===== src/rtl/student_iis_pkg.sv =====
// Shared types and default geometry for the I2S DAC timing path.
package student_iis_pkg;

  localparam int DEF_DATA_SIZE     = 16;
  localparam int DEF_BCLK_HALF_DIV = 4;
  localparam int DEF_BITS_PER_CH   = 32;

  typedef enum logic [1:0] {
    IDLE  = 2'd0,
    START = 2'd1,
    RUN   = 2'd2
  } state_t;

  typedef struct packed {
    logic [DEF_DATA_SIZE-1:0] l;
    logic [DEF_DATA_SIZE-1:0] r;
  } stereo_t;

endpackage


===== src/rtl/student_iis_clkgen.sv =====
// BCLK/LRCLK generator with registered edge strobes aligned to the new clock levels.
// frame_evt_o is combinational: high in the cycle whose closing edge starts a new frame.
module student_iis_clkgen #(
  parameter int BCLK_HALF_DIV = 4,
  parameter int BITS_PER_CH   = 32
) (
  input  logic clk_i,
  input  logic rst_ni,
  input  logic run_i,
  input  logic start_i,
  output logic bclk_o,
  output logic lrclk_o,
  output logic bclk_fall_o,
  output logic lrclk_rise_o,
  output logic lrclk_fall_o,
  output logic frame_evt_o
);
  localparam int DIV_W = (BCLK_HALF_DIV > 1) ? $clog2(BCLK_HALF_DIV) : 1;
  localparam int BIT_W = (BITS_PER_CH > 1) ? $clog2(BITS_PER_CH) : 1;

  logic [DIV_W-1:0] r_div;
  logic [BIT_W-1:0] r_bit;
  logic r_bclk, r_lrclk, r_bclk_fall, r_lrclk_rise, r_lrclk_fall;
  logic w_div_tc, w_fall, w_wrap;

  assign w_div_tc    = (r_div == DIV_W'(BCLK_HALF_DIV - 1));
  assign w_fall      = run_i && w_div_tc && r_bclk;
  assign w_wrap      = (r_bit == BIT_W'(BITS_PER_CH - 1));
  assign frame_evt_o = w_fall && w_wrap && r_lrclk;

  always_ff @(posedge clk_i or negedge rst_ni) begin
    if (!rst_ni) begin
      r_div        <= '0;
      r_bit        <= '0;
      r_bclk       <= 1'b0;
      r_lrclk      <= 1'b0;
      r_bclk_fall  <= 1'b0;
      r_lrclk_rise <= 1'b0;
      r_lrclk_fall <= 1'b0;
    end else begin
      r_bclk_fall  <= 1'b0;
      r_lrclk_rise <= 1'b0;
      r_lrclk_fall <= 1'b0;
      if (run_i) begin
        if (w_div_tc) begin
          r_div  <= '0;
          r_bclk <= ~r_bclk;
        end else begin
          r_div <= r_div + DIV_W'(1);
        end
        // LRCLK only ever moves on a BCLK fall, so its strobes coincide with bclk_fall
        if (w_fall) begin
          r_bclk_fall <= 1'b1;
          if (w_wrap) begin
            r_bit        <= '0;
            r_lrclk      <= ~r_lrclk;
            r_lrclk_rise <= ~r_lrclk;
            r_lrclk_fall <= r_lrclk;
          end else begin
            r_bit <= r_bit + BIT_W'(1);
          end
        end
      end else begin
        r_div        <= '0;
        r_bit        <= '0;
        r_bclk       <= 1'b0;
        r_lrclk      <= 1'b0;
        r_lrclk_fall <= start_i;
      end
    end
  end

  assign bclk_o       = r_bclk;
  assign lrclk_o      = r_lrclk;
  assign bclk_fall_o  = r_bclk_fall;
  assign lrclk_rise_o = r_lrclk_rise;
  assign lrclk_fall_o = r_lrclk_fall;

endmodule


===== src/rtl/student_iis_frame_ctrl.sv =====
// I2S frame controller: run FSM, one-pair pending slot, frame-aligned output words.
// Each frame start loads the pending pair, or mutes and records an underrun if it is empty.
module student_iis_frame_ctrl
  import student_iis_pkg::*;
#(
  parameter int DATA_SIZE      = DEF_DATA_SIZE,
  parameter int BCLK_HALF_DIV  = DEF_BCLK_HALF_DIV,
  parameter int BITS_PER_CH    = DEF_BITS_PER_CH,
  parameter int UNDERRUN_CNT_W = 8
) (
  input  logic                      clk_i,
  input  logic                      rst_ni,
  input  logic                      enable_i,
  input  logic                      valid_i,
  output logic                      ready_o,
  input  logic [DATA_SIZE-1:0]      data_l_i,
  input  logic [DATA_SIZE-1:0]      data_r_i,
  output logic [DATA_SIZE-1:0]      data_l_o,
  output logic [DATA_SIZE-1:0]      data_r_o,
  output logic                      bclk_o,
  output logic                      lrclk_o,
  output logic                      bclk_fall_o,
  output logic                      lrclk_rise_o,
  output logic                      lrclk_fall_o,
  output logic                      underrun_o,
  output logic [UNDERRUN_CNT_W-1:0] underrun_cnt_o,
  input  logic                      clr_underrun_i,
  output logic [15:0]               frame_cnt_o
);
  typedef struct packed {
    logic [DATA_SIZE-1:0] l;
    logic [DATA_SIZE-1:0] r;
  } pair_t;

  state_t r_state, w_state_nxt;
  logic   w_start, w_run, w_frame_evt, w_load, w_accept;
  pair_t  r_pend, r_data;
  logic   r_pend_vld, r_underrun;
  logic [UNDERRUN_CNT_W-1:0] r_ur_cnt;
  logic [15:0] r_frame_cnt;

  always_ff @(posedge clk_i or negedge rst_ni) begin
    if (!rst_ni) r_state <= IDLE;
    else         r_state <= w_state_nxt;
  end

  always_comb begin
    w_state_nxt = r_state;
    case (r_state)
      IDLE:    w_state_nxt = START;
      START:   w_state_nxt = RUN;
      RUN:     w_state_nxt = RUN;
      default: w_state_nxt = IDLE;
    endcase
    if (!enable_i) w_state_nxt = IDLE;
  end

  always_comb begin
    w_start = 1'b0;
    w_run   = 1'b0;
    case (r_state)
      START:   w_start = enable_i;
      RUN:     w_run   = enable_i;
      default: ;
    endcase
  end

  student_iis_clkgen #(
    .BCLK_HALF_DIV(BCLK_HALF_DIV),
    .BITS_PER_CH  (BITS_PER_CH)
  ) u_clkgen (
    .clk_i       (clk_i),
    .rst_ni      (rst_ni),
    .run_i       (w_run),
    .start_i     (w_start),
    .bclk_o      (bclk_o),
    .lrclk_o     (lrclk_o),
    .bclk_fall_o (bclk_fall_o),
    .lrclk_rise_o(lrclk_rise_o),
    .lrclk_fall_o(lrclk_fall_o),
    .frame_evt_o (w_frame_evt)
  );

  // A slot being drained this cycle can be refilled in the same cycle
  assign w_load   = w_start || w_frame_evt;
  assign ready_o  = !r_pend_vld || w_load;
  assign w_accept = valid_i && ready_o;

  always_ff @(posedge clk_i or negedge rst_ni) begin
    if (!rst_ni) begin
      r_pend     <= '0;
      r_pend_vld <= 1'b0;
    end else if (w_accept) begin
      r_pend     <= '{l: data_l_i, r: data_r_i};
      r_pend_vld <= 1'b1;
    end else if (w_load) begin
      r_pend_vld <= 1'b0;
    end
  end

  always_ff @(posedge clk_i or negedge rst_ni) begin
    if (!rst_ni) begin
      r_data      <= '0;
      r_frame_cnt <= '0;
    end else if (w_load) begin
      r_data      <= r_pend_vld ? r_pend : '0;
      r_frame_cnt <= r_frame_cnt + 16'd1;
    end
  end

  always_ff @(posedge clk_i or negedge rst_ni) begin
    if (!rst_ni) begin
      r_underrun <= 1'b0;
      r_ur_cnt   <= '0;
    end else if (clr_underrun_i) begin
      r_underrun <= 1'b0;
      r_ur_cnt   <= '0;
    end else if (w_load && !r_pend_vld) begin
      r_underrun <= 1'b1;
      if (r_ur_cnt != '1) r_ur_cnt <= r_ur_cnt + UNDERRUN_CNT_W'(1);
    end
  end

  assign data_l_o       = r_data.l;
  assign data_r_o       = r_data.r;
  assign underrun_o     = r_underrun;
  assign underrun_cnt_o = r_ur_cnt;
  assign frame_cnt_o    = r_frame_cnt;

endmodule


===== config.mk =====
export PLATFORM = sky130hd
export DESIGN_NAME = student_iis_frame_ctrl
export DESIGN_NICKNAME = d
export VERILOG_FILES = /design/src/rtl/student_iis_pkg.sv /design/src/rtl/student_iis_clkgen.sv /design/src/rtl/student_iis_frame_ctrl.sv
export SDC_FILE = /design/constraint.sdc
export NUM_CORES = 1
export LEC_CHECK = 0
export BUFFER_PORTS_ARGS = -buffer_cell sky130_fd_sc_hd__buf_4
export CAP_MARGIN = 0
export CORE_MARGIN = 8
export CORE_UTILIZATION = 25
export DETAILED_ROUTE_END_ITERATION = 12
export PLACE_DENSITY = 0.53
export SLEW_MARGIN = 20
export SYNTH_ARGS = -nofsm -noshare
export SYNTH_HDL_FRONTEND = slang
export SYNTH_SLANG_ARGS = --single-unit

===== constraint.sdc =====
create_clock -name clk_i -period 3 [get_ports clk_i]
set_clock_uncertainty 0.1 [all_clocks]
set_input_delay 0.6 -clock clk_i [delete_from_list [all_inputs] [get_ports clk_i]]
set_output_delay 0.6 -clock clk_i [all_outputs]
set_load 0.02 [all_outputs]

==> results.yml, run 1 <==
power_and_ir_drop:
  power_density_nw_per_um2: 822.3
  total_leakage_power_nw: 2.775
  peakVddDrop_mv: 0.3774
sta:
  max_freq_ghz: 0.3603
  finalHoldViolations: 0
  whs_ps: 120.0
  period_needed_ps: 2775
  tightestPinTransition_ps: 717.1
  setup_viol: 0
  slew_headroom_pct: 52.02
  finalCritPeriodShare_pct: 92.51
  worst_slack_ps: 224.6
  maxSlewViolCount: 0
  rsz0062_at_grt: "false"
  final.setup.tns_ps: 0
yosys:
  syn_inst: 386
  synth_top_family_by_area: "simple AND/OR/NAND/NOR gates"
  async_flop_share_pct: 100.0
  synth-seq-cells: 104
  syn_avg_cell_area_um2: 11.45
  synth_nets: 431
  synthXorXnorAreaFrac_pct: 3.370
  synth_flop_cell: "dfrtp_1"
  synth-simple-area-share_pct: 19.97
  synth_fa_ha_area_share_pct: 2.266
  synth_compound_area_share_pct: 3.682
  synth_cell_types: 39
  synth_area_um2: 4418
  synth-edff-count: 0
  ys_warn_count: 0
  synth.area.mux_share_pct: 8.921
  yosysSeqAreaShare_pct: 58.91
place:
  place_area_um2: 5423
  hpwl_mm: 7.745
  pre_cts_ws_ps: 451.6
  gp_congestion: 0.7540
  portBuffers: 99
setup_path:
  r2r_start: "u_clkgen.r_bit[0]"
  cp_max_fo: 12
  crit_start: "u_clkgen.r_bit[0]"
  worstPathRequired_ps: 2300
  slowest_delay_ps: 410
  end_kind: "primary output"
  crit_type: "reg2out"
  critical_path.cell_chain: "ha_1 > and3_1 > ha_2 > nand2_2 > o21a_4 > nand2_1 > buf_4"
  slowest_stage: "dfrtp_1"
  critical_path_arrival_ps: 2080
  start_kind: "register"
route:
  vias: 3240
  drt_iter0_drc: 204
  first_pass_iters: 5
  antenna_left: 0
  drc: 0
  viasPerCell: 4.506
  routed_wl_mm: 11.10
  wl_per_cell_um: 15.43
global_route:
  grt_first_pass_wirelength_mm: 18.15
  antenna_found_initial: 0
  track_usage_pct: 10.33
  overflow: 0
  grt_pass1_vias: 3370
  grt_max_degree: 49
floorplan:
  die_y_um: 148.9
  coreArea_um2: 17300
  std_cell_rows: 48
  ios: 100
  dieArea_um2: 22180
  initial_core_util_pct: 25.54
  die_w_um: 148.9
finish:
  multiInputGateArea_um2: 1700
  num_antenna_cells: 0
  seqCellArea_um2: 2603
  nFillCells: 1793
  drive_gt1_share_pct: 27.94
  finalCoreUtilization_pct: 33.42
  area_growth_pct: 30.84
  final_nets: 534
  final_cell_area_um2: 5781
clock_network:
  cts_tree: "built"
  clk_path_buf_depth: 2
  cts.clk_slew.worst_paths_ps: 70
  cts_buffers: 9
  clk_latency_ps: 340
  htreeDepth: 3
  holdBufCountCts: 0
  cts_root_buf: "clkbuf_16"
  clkSinkCount: 104
run:
  drv_cap: 0
worst_hold_path:
  hold_path.class: "in2async"
status:
  outcome: "completed"
## report_power, final
part | switching, mW | internal, mW | leakage, nW | total (mW)
combinational | 0.751 | 0.598 | 1.30 | 1.35
clock | 0.489 | 0.754 | 0.154 | 1.24
sequential | 0.295 | 1.87 | 1.32 | 2.16
## area by class of cell
type | count | share of cell area [%]
clock buffer | 13 | 4.329
clock inverter | 3 | 1.126
inverter | 4 | 0.2597
multi-input combinational | 258 | 29.42
sequential | 104 | 45.02
tap | 225 | 4.870
timing repair buffer | 112 | 14.98
## cells in the final DEF, fill, tap and decap left out, types with 2 or more instances in the layout
cell	netlist	final
o21ai_0	4	4
dfrtp_1	104	104
or4_1	3	3
a21oi_1	8	8
nor3b_1	3	3
nor3_1	3	3
buf_12	0	2
clkbuf_1	9	3
nand3_1	40	40
o21ai_4	1	2
o41ai_1	2	2
mux2_2	3	3
nor4b_2	2	2
nand2_1	78	77
buf_4	0	110
nand4_1	11	11
or3_1	2	2
xor2_1	5	5
nor2b_1	3	3
mux2_1	32	32
o31ai_1	4	4
bufinv_16	0	2
clkbuf_16	0	9
xnor2_1	12	12
ha_1	8	7
nor4_2	2	2
and2_1	4	4
and3_1	5	5
nor4b_1	2	2
nor2_1	12	12
inv_1	4	4
## worst paths after layout
path / endpoint / slack, ps / cells after the start
max: ready_o / 220 / 7
min: r_pend[15] / 120 / 1
max reg2reg: underrun_cnt_o[2] / 490 / 8
min reg2reg: u_clkgen.r_div[0] / 370 / 1
max in group asynchronous: r_pend[28] / 2000 / 2
min in group clk_i: r_pend[27] / 370 / 2
## cells in the mapped netlist, types with 2 or more instances
library cell / instances / area share, %
ha_1: 8 / 2.3
nor3_1: 3 / 0.34
xnor2_1: 12 / 2.4
dfrtp_1: 104 / 59
mux2_1: 32 / 8.2
nand2_1: 78 / 6.6
or4_1: 3 / 0.51
nand3_1: 40 / 4.5
o31ai_1: 4 / 0.68
and2_1: 4 / 0.57
buf_6: 4 / 1.0
buf_2: 6 / 0.68
nor2_1: 12 / 1.0
inv_1: 4 / 0.34
a21oi_1: 8 / 0.91
xor2_1: 5 / 0.99
or3_1: 2 / 0.28
nor4b_2: 2 / 0.68
o41ai_1: 2 / 0.40
nand4_1: 11 / 1.6
nor4b_1: 2 / 0.40
and3_1: 5 / 0.71
nor2b_1: 3 / 0.42
nor3b_1: 3 / 0.51
clkbuf_1: 9 / 0.76
nor4_2: 2 / 0.57
o21ai_0: 4 / 0.45
mux2_2: 3 / 0.76
## through the flow
step | total power, mW | std cells
final | 4.753 | 719
after floorplan | 2.888 | 386
after global routing | 5.066 | 719
after detailed placement | 3.566 | 698
after global placement | 3.522 | 698
after CTS | 4.837 | 714
## critical path, delay by kind of cell (launching register included)
family	cells	cell delay, ps
adders and majority gates	2	470
and+or+nand+nor	3	460
DFF	1	410
AOI/OAI and AO/OA	1	220
buffers and inverters	1	190
## metal layers
metal | part of all wire [%] | up-vias | global-route usage (%)
met5 | 0 | - | 0
li1 | - | 1542 | -
met2 | 46 | 81 | 16.00
met3 | 4.8 | 17 | 2.822
met4 | 2.1 | 0 | 4.796
met1 | 47 | 1600 | 13.16
## registers in the layout, summed over array words and instances, names as in the netlist
register               cells
data_l_o                  16
data_r_o                  16
frame_cnt_o               16
r_pend                    32
r_pend_vld                 1
r_state                    2
u_clkgen.bclk_fall_o       1
u_clkgen.bclk_o            1
u_clkgen.lrclk_fall_o      1
u_clkgen.lrclk_o           1
u_clkgen.lrclk_rise_o      1
u_clkgen.r_bit             5
u_clkgen.r_div             2
underrun_cnt_o             8
underrun_o                 1
## kinds of logic after synthesis
kind of cell | count (synthesis)
and+or+nand+nor | 175
AOI/OAI and AO/OA | 23
adders and majority gates | 8
buffers and inverters | 24
DFF | 104
muxes | 35
xor gates and xnor gates | 17
## what timing repair did
item	CTS	global route
endpoints found under the setup margin	0	1
setup buffers	0	5
resized for setup	0	2
hold endpoints to repair	0	0
Power figures use the tool's default switching activity.
==> run 2: changes to the inputs <==
Settings changed: CORE_UTILIZATION 25 to 40, PLACE_DENSITY 0.53 to 0.72.
==> results.yml, run 2 (synthesis gave the netlist of run 1 again) <==
sta:
  final.setup.tns_ps: 0
  tightestPinTransition_ps: 783.3
  finalHoldViolations: 0
  maxSlewViolCount: 0
  period_needed_ps: 2865
  whs_ps: 148.6
  worst_slack_ps: 135.0
  setup_viol: 0
  max_freq_ghz: 0.3490
  finalCritPeriodShare_pct: 95.50
  slew_headroom_pct: 47.59
  rsz0062_at_grt: "false"
finish:
  finalCoreUtilization_pct: 51.12
  final_nets: 528
  final_cell_mix: "104 x dfrtp_1, 103 x buf_4, 77 x nand2_1"
  drive_gt1_share_pct: 27.25
  area_growth_pct: 24.89
  final_cell_area_um2: 5518
  num_antenna_cells: 0
  instances_no_fill: 628
  mostFrequentLayoutCell: "dfrtp_1"
  regMostFlops: "r_pend"
  largest_register_ffs: 32
power_and_ir_drop:
  power.share.switching_pct: 34.48
  p_int_mw: 2.866
  power_density_nw_per_um2: 792.8
  p_comb_share_pct: 30.4
  p_total_mw: 4.374
  seqPwrFrac_pct: 49.4
  total_leakage_power_nw: 2.696
  clockPowerShare_pct: 20.2
  p_sw_mw: 1.509
  peakVddDrop_mv: 0.4105
route:
  vias: 3246
  viasPerCell: 5.169
  antenna_left: 0
  routed_wl_mm: 10.10
  drt_iter0_drc: 152
  wl_per_cell_um: 16.08
  drc: 0
  first_pass_iters: 4
setup_path:
  crit_top_cell: "ha_1"
  end_kind: "primary output"
  worstPathRequired_ps: 2300
  slowest_stage: "dfrtp_1"
  start_kind: "register"
  slowest_delay_ps: 410
  critical_path_arrival_ps: 2170
  critPathBufInv: 1
  cp_max_fo: 8
  critical_path.cell_chain: "ha_1 > and3_1 > ha_1 > nand2_2 > o21a_4 > nand2_1 > buf_4"
  critPathTopFamily: "adder cells"
  crit_type: "reg2out"
place:
  portBuffers: 99
  place_area_um2: 5294
  gp_congestion: 0.7460
  pre_cts_ws_ps: 322.0
  place_inst: 610
  hpwl_mm: 6.940
worst_hold_path:
  hold_path.class: "in2async"
clock_network:
  cts.clk_slew.worst_paths_ps: 100
  clkSinkCount: 104
  htreeDepth: 3
  cts_tree: "built"
  cts_root_buf: "clkbuf_8"
  clk_latency_ps: 360
  cts_buffers: 9
  clk_path_buf_depth: 2
global_route:
  grt_max_degree: 55
  grt_pass1_vias: 3306
  grt_first_pass_wirelength_mm: 16.83
  antenna_found_initial: 0
  overflow: 0
  track_usage_pct: 14.20
floorplan:
  coreArea_um2: 10790
  initial_core_util_pct: 40.93
  die_w_um: 121.1
  die_y_um: 121.1
  ios: 100
  dieArea_um2: 14660
  std_cell_rows: 38
run:
  drv_cap: 0
status:
  outcome: "completed"
## run 2: cell types whose count changed in the layout (fill, tap and decap cells not counted), moves of 2 or more
cell / previous run / this run
clkbuf_16: 9 / 0
clkbuf_8: 1 / 10
buf_4: 110 / 103
clkbuf_1: 3 / 1
clkinv_4: 0 / 2
## run 2: power groups by stage
stage | Clock (mW) | Combinational [mW] | Sequential (mW)
5_1_grt | 0.986 | 1.45 | 2.23
4_1_cts | 0.920 | 1.36 | 2.17
3_3_place_gp | 0 | 1.32 | 2.17
3_5_place_dp | 0 | 1.36 | 2.19
2_1_floorplan | 0 | 0.483 | 2.40
6_report | 0.884 | 1.33 | 2.16
## run 2: cell type report
| class | count | area (um^2) |
|---|---|---|
| multi-input cells | 259 | 1707 |
| flip-flops and latches | 104 | 2603 |
| clock buffers | 11 | 141.4 |
| fillers | 973 | 5275 |
| repair buffers | 105 | 813.3 |
| well taps | 140 | 175.2 |
| clock inverters | 5 | 63.81 |
| inverters | 4 | 15.01 |
## run 2: worst paths after layout
| kind | cells past startpoint | slack, ps | from | endpoint |
|---|---|---|---|---|
| worst max-delay path | 7 | 130 | u_clkgen.r_bit[0] | ready_o |
| worst min-delay path | 1 | 150 | rst_ni | data_l_o[4] |
| worst max register to register | 8 | 370 | u_clkgen.r_bit[0] | underrun_cnt_o[2] |
| worst min register to register | 1 | 350 | u_clkgen.r_div[0] | u_clkgen.r_div[0] |
| max in group asynchronous | 2 | 1930 | rst_ni | underrun_cnt_o[5] |
| min in group clk_i | 2 | 350 | data_l_i[4] | r_pend[20] |
## run 2: timing repair
action                     4_1_cts  5_1_grt
pin swaps                        0        1
hold buffers                     0        0
gates cloned                     1        0
gates resized for setup          1        0
setup buffers                    0        1
setup endpoints to repair        1        1
## run 2: routing by layer
metal	wire (um)	global-route usage [%]
met1	4357	17.84
met2	5053	23.32
met3	551	3.397
met4	134	5.152
met5	0	0
